<file path="config.mk">
export PLATFORM = sky130hd
export DESIGN_NAME = rr_arbiter_16
export DESIGN_NICKNAME = d
export VERILOG_FILES = /design/src/rtl/rr_arbiter_16.sv
export SDC_FILE = /design/constraint.sdc
export NUM_CORES = 1
export LEC_CHECK = 0
export ABC_CLOCK_PERIOD_IN_PS = 7500
export BUFFER_PORTS_ARGS = -buffer_cell sky130_fd_sc_hd__buf_2
export CORE_UTILIZATION = 30
export CTS_BUF_LIST = sky130_fd_sc_hd__clkbuf_2
export DETAILED_ROUTE_END_ITERATION = 10
export GPL_ROUTABILITY_DRIVEN = 0
export GPL_TIMING_DRIVEN = 0
export SYNTH_ARGS = -nofsm -noshare
export SYNTH_HDL_FRONTEND = slang
export SYNTH_SLANG_ARGS = --single-unit
</file>
<file path="constraint.sdc">
create_clock -name clk -period 7.5 [get_ports clk]
set_clock_uncertainty 0.2 [all_clocks]
set_input_delay 0.75 -clock clk [delete_from_list [all_inputs] [get_ports clk]]
set_output_delay 0.75 -clock clk [all_outputs]
set_load 0.05 [all_outputs]
</file>
<file path="src/rtl/rr_arbiter_16.sv">
// rtl/rr_arbiter_16.sv - 16-way round-robin arbiter with hold timeout and turnaround gap
module rr_arbiter_16 #(
    parameter int N        = 16,
    parameter int IDX_W    = 4,
    parameter int MAX_HOLD = 64
) (
    input  logic             clk,
    input  logic             reset,
    input  logic             enable,
    input  logic [N-1:0]     req,
    input  logic             done,
    output logic [N-1:0]     grant,
    output logic [IDX_W-1:0] grant_id,
    output logic             grant_valid,
    output logic             timeout
);

    localparam int CNT_W = $clog2(MAX_HOLD + 1);

    typedef enum logic [1:0] {
        S_IDLE  = 2'd0,
        S_GRANT = 2'd1,
        S_GAP   = 2'd2
    } state_t;

    state_t             state, state_d;
    logic [IDX_W-1:0]   last_id, last_id_d;
    logic [CNT_W-1:0]   hold_cnt, hold_cnt_d;
    logic [N-1:0]       grant_d;
    logic [IDX_W-1:0]   grant_id_d;
    logic               grant_valid_d;
    logic               timeout_d;

    logic [IDX_W-1:0]   start_id;
    logic [IDX_W-1:0]   cand;
    logic [IDX_W-1:0]   win_id;
    logic               win_found;
    logic               owner_release;
    logic               hold_expired;

    // Descending search from the index just below the last winner; the
    // IDX_W-bit subtraction provides the 0 -> N-1 wrap for free.
    always_comb begin
        start_id  = last_id - IDX_W'(1);
        cand      = '0;
        win_id    = '0;
        win_found = 1'b0;
        for (int k = 0; k < N; k++) begin
            cand = start_id - IDX_W'(k);
            if (!win_found && req[cand]) begin
                win_found = 1'b1;
                win_id    = cand;
            end
        end
    end

    assign owner_release = done || !req[grant_id];
    assign hold_expired  = (hold_cnt == CNT_W'(MAX_HOLD));

    always_comb begin
        state_d       = state;
        last_id_d     = last_id;
        hold_cnt_d    = hold_cnt;
        grant_d       = '0;
        grant_id_d    = '0;
        grant_valid_d = 1'b0;
        timeout_d     = 1'b0;
        case (state)
            S_IDLE: begin
                if (enable && win_found) begin
                    state_d       = S_GRANT;
                    grant_d       = {{(N-1){1'b0}}, 1'b1} << win_id;
                    grant_id_d    = win_id;
                    grant_valid_d = 1'b1;
                    last_id_d     = win_id;
                    hold_cnt_d    = CNT_W'(1);
                end
            end
            S_GRANT: begin
                if (owner_release || hold_expired) begin
                    // A voluntary release wins over a coincident timeout.
                    state_d    = S_GAP;
                    timeout_d  = !owner_release;
                    hold_cnt_d = '0;
                end else begin
                    grant_d       = grant;
                    grant_id_d    = grant_id;
                    grant_valid_d = 1'b1;
                    hold_cnt_d    = hold_cnt + CNT_W'(1);
                end
            end
            S_GAP: begin
                state_d = S_IDLE;
            end
            default: begin
                state_d = S_IDLE;
            end
        endcase
    end

    always_ff @(posedge clk) begin
        if (reset) begin
            state       <= S_IDLE;
            last_id     <= '0;
            hold_cnt    <= '0;
            grant       <= '0;
            grant_id    <= '0;
            grant_valid <= 1'b0;
            timeout     <= 1'b0;
        end else begin
            state       <= state_d;
            last_id     <= last_id_d;
            hold_cnt    <= hold_cnt_d;
            grant       <= grant_d;
            grant_id    <= grant_id_d;
            grant_valid <= grant_valid_d;
            timeout     <= timeout_d;
        end
    end

endmodule

</file>
* Word level (Yosys, flattened, before mapping)
Index checks and enable logic that the tools add are counted.
** Storage, ports and cells
- Bits in registers :: 35
- Input bits :: 20
- Output and inout bits :: 22
- Word-level logic and storage cells :: 170
** Cells by class
- Add/sub/neg operators :: 17
- Order comparisons :: 17
- Eq/ne operators :: 4
- Shift-type cells :: 1
- Mux-type cells :: 81
- Bitwise gates (word level) :: 2
- Reduce and logical (&&, ||, !) cells :: 41
** Operators by type and width (count)
- $lt A4 B5 Y1 const B :: 17
- $mux W4 :: 18
- $bmux W1 S4 :: 17
- $mux W1 :: 35
- $mux W16 :: 2
- $pmux W16 S2 :: 1
- $sub A4 B4 Y4 const B :: 8
- $logic_not A1 Y1 :: 17
- $logic_and A1 B1 Y1 :: 16
- $shl A1 B4 Y16 const A :: 1
- $sub A4 B3 Y4 const B :: 4
- $mux W7 :: 2
- $pmux W7 S2 :: 1
- $pmux W4 S2 :: 1
- $sub A4 B1 Y4 const B :: 2
- $sub A4 B2 Y4 const B :: 2
- $add A7 B1 Y7 const B :: 1
- $eq A7 B7 Y1 const B :: 1
- $reduce_and A2 Y1 :: 3
- $mux W2 :: 2
- $ne A2 B2 Y1 const B :: 2
- $pmux W2 S2 :: 1
- $reduce_or A3 Y1 :: 1
- $eq A2 B1 Y1 const B :: 1
- 5 further kinds :: 7

* Logic depth before layout (Yosys ltp)
Gate-level depths: netlist of the first run.
- Depth after elaboration :: 52
- Gate-level depth with buffers :: 19

* Least setup slack after synthesis of the first run
OpenSTA, ideal clock, no wires.
- Path kind :: flip-flop to flip-flop
- Start point :: register last_id[0]
- End point :: register grant[4]
- Data arrival time :: 5031 ps
- Data required time :: 7213 ps
- Path slack :: 2182 ps
- Cell stages (with the launch flop) :: 19
- Buffers on the path :: 3
- Period minus slack after synthesis :: 5318 ps
- Cells stage by stage :: dfxtp_1 -> inv_1 -> clkbuf_1 -> ha_1 -> buf_2 -> buf_2 -> clkinv_1 -> ha_1 -> xnor2_1 -> o21ai_0 -> xnor2_1 -> mux4_2 -> nor3_2 -> or4b_4 -> nor3_4 -> and2b_1 -> o32ai_2 -> or3b_1 -> o31ai_1
** On the way
- Word-level cells in the longest chain between the ends :: 52
- Elaborated cells between the ends (all ways) :: 114
- Those cells by class :: add/sub: 16; shift: 1; mux: 66; reduce/logical: 31
** RTL lines
- start: declaration :: RTL line 27 : logic [IDX_W-1:0] last_id, last_id_d;
- start signal: assignment :: RTL line 112 : last_id <= last_id_d;
- $sub A4 B1 Y4 (*) :: RTL line 44 : start_id = last_id - IDX_W'(1);
- branches (longest 49 deep; another with $sub A4 B1 Y4)
- $mux W16 (*) :: RTL line 70 : if (enable && win_found) begin
- $pmux W16 S2 (*) :: RTL line 68 : case (state)
- end signal: assignment :: RTL line 114 : grant <= grant_d;
- end: declaration :: RTL line 12 : output logic [N-1:0] grant,
Mark *: on every way between the ends. The select of a mux whose other input is x is not followed.
A chain may end at the register's enable or synchronous reset.

* Worst setup path in the final report of the first run
- Start point :: register last_id[0]
- End point :: register grant[10]
The elaborated chain is that of the path after synthesis.

==> results.md, run 1 <==
* Floorplan Core Area at 12800 um^2
* Clock buffer count from CTS at 5
* Port Buf Inserts at 40
* Worst Path Arrival at 6.75 ns
* Largest net degree at the start of global routing at 13
* Post-synth EDFFs at 0
* Drt drc at 0
* Tot GR Track Use at 18.1%
* Clock Path Buffers at 2
* Register area share after synthesis at 17.5%
* Hold crit path type: reg -> reg
* Final HPWL from detailed placement at 9.96 mm
* Clock sink count at 35
* CP required at ~7.6 ns
* Avg WL per Cell at 17.8 um
* Synth cell count leaders: nand2_1 (55), nor2_1 (47), dfxtp_1 (35)
* Register area at between 700 and 800 um^2
* Total gr overflow at 0
* CP Launch Point: last_id[0]
* Top cells by area, synth: dfxtp_1 (17%), mux4_2 (12%), mux2_2 (5.9%)
* Area grow syn2layout at 11.2%
* Net count, final at 560
* Final worst path period need at 6.66 ns
* Ports at 42
* First-pass GRT wire length at 20.7 mm
* CTS tree: done
* Synth Cell Area at 4010 um^2
* Synth Register Bits at 35
* Initial Util at 31.3%
* Vias in the first global route at 3964
* CP Capture Point: grant[10]
* TNS Setup at 0 ns
* R2R setup slack at 0.84 ns
* Slew margin rel. at 42.3%
* CTS Hold Bufs at 0
* Worst skew pair latency at around 0.39 ns
* Synth Instances at 483
* Total die area at 13800 um^2
* Row Count at 41
* Postcts setup bufs at 0
* Fillers at 1371
* RSZ-0062 raised after global routing: no
* Clock transition at the registers of the reported paths at 0.19 ns
* Worst r2r src: last_id[0]
* Main flop type after synthesis: dfxtp_1
* CP Class: reg -> reg
* Initial antenna violation count at 0
* Drt initial violations at approximately 340
* Die Y at 118 um
* Final period util at 88.8%
* # setup viols final at 0
* Layout cell share with drive strength beyond 1 at 22.1%
* Fin. max-slew vios at 0
* Routed vias at 4115
* Top-area cell type share of the netlist area at between 15 and 20%
* H-tree Lvls at 2
* Max Cap Viol at 0
* R2R cell count at 18
* Worst-Margin Slew at 0.859 ns
* Count of cell types in the netlist at 70
* RR Endpoint: grant[10]
* Drt pass-1 iters at 5
* Post-CTS sizing at 0
* Fraction of registers with async set/reset at 0%
* Antenna-violating nets left at 0
* Die Wd at 118 um
* Hold Violations, Final at 0
* Max Fclk at 0.150 GHz
* Clk Tree Root Cell: clkbuf_2
* Run status: complete, no violations
* CP endpoint kind: register
* Yosys warns at 0
* Via-per-instance ratio at 5.86
* Critical path peak fanout at 10
* Average size of a mapped cell at approximately 8.3 um^2
* Number of diodes at 0
* Crit start category: register
* Multi-input logic area at 3160 um^2
* Syn Nets at around 510
* Final WL at 12.5 mm
* Hold Crit Start: grant[12]
* Post-synth top area cell: dfxtp_1
* Top-count cell post-synth: nand2_1
state kept, by name (all words and copies together), names as in the netlist:
register,cells
grant_id,4
grant,16
timeout,1
last_id,4
hold_cnt,7
state,2
grant_valid,1
worst max-delay path: stages (launching register included):
cell	delay, ns
dfxtp_1	0.44
inv_1	0.14
clkbuf_1	0.28
ha_1	0.53
buf_2	0.31
buf_2	0.31
clkinv_1	0.37
ha_1	0.41
xnor2_1	0.17
o21ai_0	0.15
xnor2_1	0.50
mux4_2	0.65
nor3_2	0.17
nand4_2	0.29
nor4_1	0.47
a221oi_1	0.13
o32ai_2	0.54
nand3b_1	0.24
o31ai_1	0.23
cells in the final DEF, fill, tap and decap left out, drive strengths merged, types with 5 or more instances in the layout:
cell type	instances
buf	52
mux2	21
xnor2	10
ha	10
o21ai	18
nor2	47
nand3	13
nand2	55
dfxtp	35
nand2b	11
nand4	8
o21a	7
mux4	22
o31ai	19
nor4	7
or2	5
a21o	5
a221oi	5
nand3b	6
nor3	14
a211oi	9
and3	5
clkbuf	18
inv	11
a21oi	23
xor2	6
mux2i	20
and2	5
how the worst min path moves through the flow:
stage	cells past startpoint	slack, ns	to
after CTS	2	0.27	grant[12]
after floorplan	2	0.25	last_id[1]
after global routing	2	0.29	grant[14]
after global placement	2	0.23	grant[4]
after detailed placement	2	0.23	grant[8]
final	2	0.26	grant[12]
metrics by stage:
step           setup slack, ns  std cells  cell area, um^2  hold slack, ns  utilization [%]
2_1_floorplan             2.18        483             4010           0.250                -
3_3_place_gp             0.997        695             4430           0.232             34.5
3_5_place_dp             0.923        695             4430           0.235             34.5
4_1_cts                  0.818        702             4460           0.267             34.8
5_1_grt                  0.210        702             4460           0.290             34.8
6_report                 0.840        702             4460           0.262             34.8
routing by layer:
metal | global-route usage [%] | vias up | part of all wire [%]
met3 | 3.73 | 22 | 7.5
met4 | 4.81 | 0 | 1.7
met2 | 29.0 | 142 | 46
met5 | 0 | - | 0
met1 | 24.5 | 2015 | 45
li1 | - | 1936 | -
cell type report:
class,instances,area share [%]
Multi-Input combinational cell,410,70.7
Sequential cell,35,15.7
Tap cell,172,4.82
Timing Repair Buffer,40,4.49
Buffer,25,2.41
Inverter,13,1.09
Clock buffer,5,0.561
Clock inverter,2,0.196
cell families after synthesis:
family,after synthesis,share of synthesized area (%)
and+or+nand+nor,194,24.8
AOI/OAI and AO/OA,126,23.0
muxes,63,23.2
buffers and inverters,38,3.90
DFF,35,17.5
xor gates and xnor gates,17,4.52
adders and majority gates,10,3.12
Power of run 1 is not shown: default switching activity piles up to over one toggle a cycle in this logic, so the estimate is an artifact.
==> run 2, diff against run 1 <==
Settings changed: ABC_CLOCK_PERIOD_IN_PS 7500 to 5600.
Clock period 7.5 ns to 5.6 ns, I/O delays scaled along.
==> results.md, run 2 (synthesized netlist as in run 1, its figures left out) <==
* Largest registers: grant (16), hold_cnt (7)
* Clock Path Buffers at 2 (unchanged)
* Area grow syn2layout at 14.8%
* Worst skew pair latency at 0.38 ns (about the same)
* First-pass GRT wire length at 20.7 mm (+0.10%)
* CTS Hold Bufs at 0 (unchanged)
* Avg WL per Cell at 17.9 um (+0.43%)
* Row Count at 41 (unchanged)
* Critical path peak fanout at 10 (unchanged)
* Total die area at 13800 um^2 (unchanged)
* R2R cell count at 15 (-3)
* Floorplan Core Area at 12800 um^2 (unchanged)
* Number of diodes at 0 (unchanged)
* Final HPWL from detailed placement at 9.96 mm (unchanged)
* Non-filler cells, final at 705 (+0.43%)
* Drt pass-1 iters at 5 (unchanged)
* Tot GR Track Use at 18.1% (about the same)
* Final core occ at 35.9% (+1.1 points)
* Die Y at 118 um (unchanged)
* Vias in the first global route at 3963 (-0.025%)
* CP required at 5.72 ns (-1.87 ns)
* Non-Filler Cell Area, Final at 4610 um^2 (+3.3%)
* Clock buffer count from CTS at 5 (unchanged)
* Via-per-instance ratio at 5.88 (+0.35%)
* Fin. max-slew vios at 0 (unchanged)
* Die Wd at 118 um (unchanged)
* Final worst path period need at 5.26 ns (-1.40 ns)
* Worst Path Arrival at 5.38 ns (-1.37 ns)
* Placed cell areas at 4430 um^2 (unchanged)
* Number of flip-flops in the largest register at 16 (unchanged)
* Total gr overflow at 0 (unchanged)
* Placed cell count at 695 (unchanged)
* Port Buf Inserts at 40 (unchanged)
* Worst-Margin Slew at 0.851 ns (-0.00787 ns)
* Clock transition at the registers of the reported paths at 0.19 ns (about the same)
* Layout cell share with drive strength beyond 1 at 26.5% (+4.4 points)
* H-tree Lvls at 2 (unchanged)
* Hold path cells at 2 (unchanged)
* Clock sink count at 35 (unchanged)
* Final WL at 12.6 mm (+0.86%)
* Max Fclk at 0.190 GHz (+26%)
* Ports at 42 (unchanged)
* Commonest cells after routing, fill and taps aside: nand2_1 (55), buf_2 (49), nor2_1 (47)
* Top reg by flops: grant
* Clk Tree Root Cell: clkbuf_2
* Crit start category: register
* CP Class: reg -> reg
* Hold crit path type: reg -> reg
* RSZ-0062 raised after global routing: no
* CP endpoint kind: register
* Net count, final at 563 (+0.54%)
* Drt initial violations at 333 (-3.2%)
* Routed vias at 4147 (+0.78%)
* Commonest non-fill, non-tap cell in the layout: nand2_1
* Initial Util at 31.3% (unchanged)
* Drt drc at 0 (unchanged)
* Final period util at 94.0% (+5.2 points)
* Initial antenna violation count at 0 (unchanged)
* Run status: complete, no violations
* # setup viols final at 0 (unchanged)
* Hold Violations, Final at 0 (unchanged)
* Antenna-violating nets left at 0 (unchanged)
* CTS tree: done
* Slew margin rel. at 42.9% (+0.56 points)
* Max Cap Viol at 0 (unchanged)
* Fillers at 1365 (-0.44%)
* Largest net degree at the start of global routing at 13 (unchanged)
[run 2: changes by cell type in the layout (fill, tap and decap cells not counted), sizes merged]
cell,before,now
buf,52,55
clkinv,4,3
clkinvlp,0,1
[run 2: layout make-up]
| class | instances | area (um^2) | area share (%) |
|---|---|---|---|
| inverters | 13 | 55.1 | 1.19 |
| clock inverters | 2 | 8.76 | 0.190 |
| clock buffers | 5 | 25.0 | 0.543 |
| repair buffers | 44 | 230 | 5.00 |
| plain buffers | 24 | 111 | 2.42 |
| multi-input cells | 410 | 3260 | 70.8 |
| flip-flops and latches | 35 | 702 | 15.2 |
| well taps | 172 | 215 | 4.67 |
[run 2: final timing paths]
| check | startpoint | end | slack, ns |
|---|---|---|---|
| max | last_id[0] | grant[3] | 0.34 |
| min | grant[12] | grant[12] | 0.26 |
| max reg2reg | last_id[0] | grant[3] | 0.34 |
| min reg2reg | grant[12] | grant[12] | 0.26 |
[run 2: repair_timing]
action,in CTS,in global routing
gates cloned,0,0
pin swaps,2,2
buffers inserted,2,2
gates resized for setup,12,16
endpoints found under the setup margin,33,33
[run 2: layer usage]
| metal | share of wire, % | global-route usage [%] |
|---|---|---|
| met1 | 45 | 24.6 |
| met2 | 47 | 29.2 |
| met3 | 6.8 | 3.44 |
| met4 | 1.5 | 4.89 |
| met5 | 0 | 0 |
[run 2: critical path, stage by stage (launching register included)]
cell and delay [ns]:
dfxtp_2 0.43, clkinvlp_4 0.13, ha_4 0.33, clkbuf_4 0.23, buf_4 0.23, inv_4 0.10, ha_1 0.48, mux4_2 0.38
mux4_2 0.61, nor3_2 0.28, or4b_4 0.53, nor3_4 0.20, a21oi_1 0.15, o32ai_4 0.42, nand3b_1 0.22, o31ai_1 0.26
[run 2: stage by stage]
step | worst slack (ns) | hold slack [ns] | TNS, ns
floorplan | 0.282 | 0.250 | 0
global route | 0.0471 | 0.290 | 0
global placement | -0.903 | 0.232 | -26.35
detailed placement | -0.977 | 0.235 | -27.94
finish | 0.335 | 0.262 | 0
CTS | 0.00412 | 0.267 | 0
Power of run 2 is left out for the same reason.
==> run 3, diff against run 2 <==
Settings changed: ABC_CLOCK_PERIOD_IN_PS 5600 to 5300.
Clock period 5.6 ns to 5.3 ns, I/O delays scaled along.
==> results.md, run 3 (synthesized netlist as in run 1, its figures left out) <==
* Run status: complete, no violations
* Max Fclk at 0.197 GHz (+3.5%)
* Clock buffer count from CTS at 5 (unchanged)
* Top reg by flops: grant
* Crit-path slowest cell: mux4_2
* Port Buf Inserts at 40 (unchanged)
* CTS Hold Bufs at 0 (unchanged)
* Slew margin rel. at 41.6% (-1.3 points)
* Critical path peak fanout at 19 (+9)
* R2R setup slack at 0.21 ns (-0.12 ns)
* Area grow syn2layout at 20.6%
* CP Launch Point: last_id[0]
* Non-Filler Cell Area, Final at 4840 um^2 (+5.0%)
* Hold crit path type: in -> reg
* Number of diodes at 0 (unchanged)
* Clk Tree Root Cell: clkbuf_2
* CTS tree: done
* Number of flip-flops in the largest register at 16 (unchanged)
* Antenna-violating nets left at 0 (unchanged)
* Clock transition at the registers of the reported paths at 0.18 ns (about the same)
* Drt pass-1 iters at 7 (+2)
* Via-per-instance ratio at 5.80 (-1.4%)
* Initial antenna violation count at 0 (unchanged)
* Max stage delay on crit path at 0.60 ns (about the same)
* Total die area at 13800 um^2 (unchanged)
* Commonest cells after routing, fill and taps aside: nand2_1 (55), buf_2 (49), nor2_1 (46)
* CP Depth at 19 (+4)
* Fin. max-slew vios at 0 (unchanged)
* Layout cell share with drive strength beyond 1 at 31.1% (+4.6 points)
* CP bufs+invs at 6 (+2)
* CP Capture Point: grant[4]
* Total gr overflow at 0 (unchanged)
* Drt drc at 0 (unchanged)
* CP required at 5.40 ns (-0.32 ns)
* RR Endpoint: grant[4]
* Worst r2r src: last_id[0]
* Worst skew pair latency at 0.37 ns (about the same)
* Largest net degree at the start of global routing at 13 (unchanged)
* Row Count at 41 (unchanged)
* Initial Util at 31.3% (unchanged)
* First-pass GRT wire length at 20.7 mm (+0.20%)
* CP top delay family: compound AO/OA/AOI/OAI gates
* Crit start category: register
* Tot GR Track Use at 18.4% (+0.31 points)
* Hold Violations, Final at 0 (unchanged)
* R2R cell count at 19 (+4)
* Die Wd at 118 um (unchanged)
* Worst Path Arrival at 5.19 ns (-0.19 ns)
* Ports at 42 (unchanged)
* Fillers at 1355 (-0.73%)
* Drt initial violations at 331 (-0.60%)
* CP cell instances: inv_2, buf_6, ha_4, buf_6, clkinv_4, ha_2, xnor2_1, o21ai_2, xnor2_2, buf_4, mux4_2, a21o_1, a21oi_1, o211ai_1, a211oi_2, o32ai_4, buf_4, or3b_4, o31ai_1
* Final worst path period need at 5.09 ns (-0.177 ns)
* Routed vias at 4152 (+0.12%)
* Final HPWL from detailed placement at 9.92 mm (-0.40%)
* Die Y at 118 um (unchanged)
* Final WL at 13.1 mm (+3.5%)
* Clock sink count at 35 (unchanged)
* Net count, final at 573 (+1.8%)
* Final period util at 96.0% (+2.0 points)
* CP Class: reg -> reg
* CP endpoint kind: register
* H-tree Lvls at 2 (unchanged)
* Max Cap Viol at 0 (unchanged)
* # setup viols final at 0 (unchanged)
* Largest registers: grant (16), hold_cnt (7)
* Clock Path Buffers at 2 (unchanged)
* Vias in the first global route at 3968 (+0.13%)
* Floorplan Core Area at 12800 um^2 (unchanged)
* Commonest non-fill, non-tap cell in the layout: nand2_1
* Final core occ at 37.7% (+1.8 points)
* Worst-Margin Slew at 0.870 ns (+0.0191 ns)
* Avg WL per Cell at 18.3 um (+2.0%)
* Placed cell areas at 4430 um^2 (about the same)
run 3: cell types whose count changed in the layout (fill, tap and decap cells not counted), moves of 2 or more:
cell,change
buf_4,+9
buf_6,+3
clkbuf_2,-2
inv_2,+2
nor3_2,-2
xnor2_1,-3
xnor2_2,+3
run 3: worst min-delay path by stage:
stage	cells past startpoint	startpoint	to
after global placement	2	grant[6]	grant[6]
after floorplan	2	last_id[1]	last_id[1]
after detailed placement	2	grant[7]	grant[7]
final	3	done	timeout
after global routing	3	done	timeout
after CTS	3	done	timeout
run 3: metrics by stage:
stage | setup TNS [ns] | setup WS (ns) | hold WS [ns] | instances
final | 0 | 0.212 | 0.245 | 716
after global routing | -0.00259 | -0.00259 | 0.257 | 716
after CTS | 0 | 0.00472 | 0.233 | 708
after detailed placement | -41.53 | -1.37 | 0.241 | 695
after global placement | -38.51 | -1.26 | 0.235 | 695
after floorplan | 0 | 0.00191 | 0.250 | 483
run 3: per-layer routing:
metal / part of all wire [%] / vias up / global-route usage, %
li1: - / 1957 / -
met1: 45 / 2029 / 24.8
met2: 47 / 148 / 29.7
met3: 6.5 / 18 / 3.68
met4: 1.1 / 0 / 5.29
met5: 0 / - / 0
run 3: tightest hold or removal path: cells and delay by family:
kind | cells | cell delay (ns)
buf+inv | 1 | 0.08
simple gates | 2 | 0.17
run 3: cell type report:
| class | count | area (um^2) | share of cell area [%] |
|---|---|---|---|
| Buffer | 24 | 128 | 2.64 |
| Clock buffer | 5 | 25.0 | 0.517 |
| Clock inverter | 3 | 38.8 | 0.801 |
| Inverter | 13 | 53.8 | 1.11 |
| Multi-Input combinational cell | 410 | 3370 | 69.6 |
| Sequential cell | 35 | 704 | 14.6 |
| Tap cell | 172 | 215 | 4.45 |
| Timing Repair Buffer | 54 | 305 | 6.31 |
run 3: repair_timing:
| action | CTS | global route |
|---|---|---|
| pin swaps | 6 | 9 |
| gates resized for setup | 33 | 29 |
| gates cloned | 0 | 0 |
| hold endpoints to repair | 0 | 0 |
| setup buffers | 5 | 9 |
| endpoints found under the setup margin | 33 | 33 |
Power of run 3 is left out for the same reason.
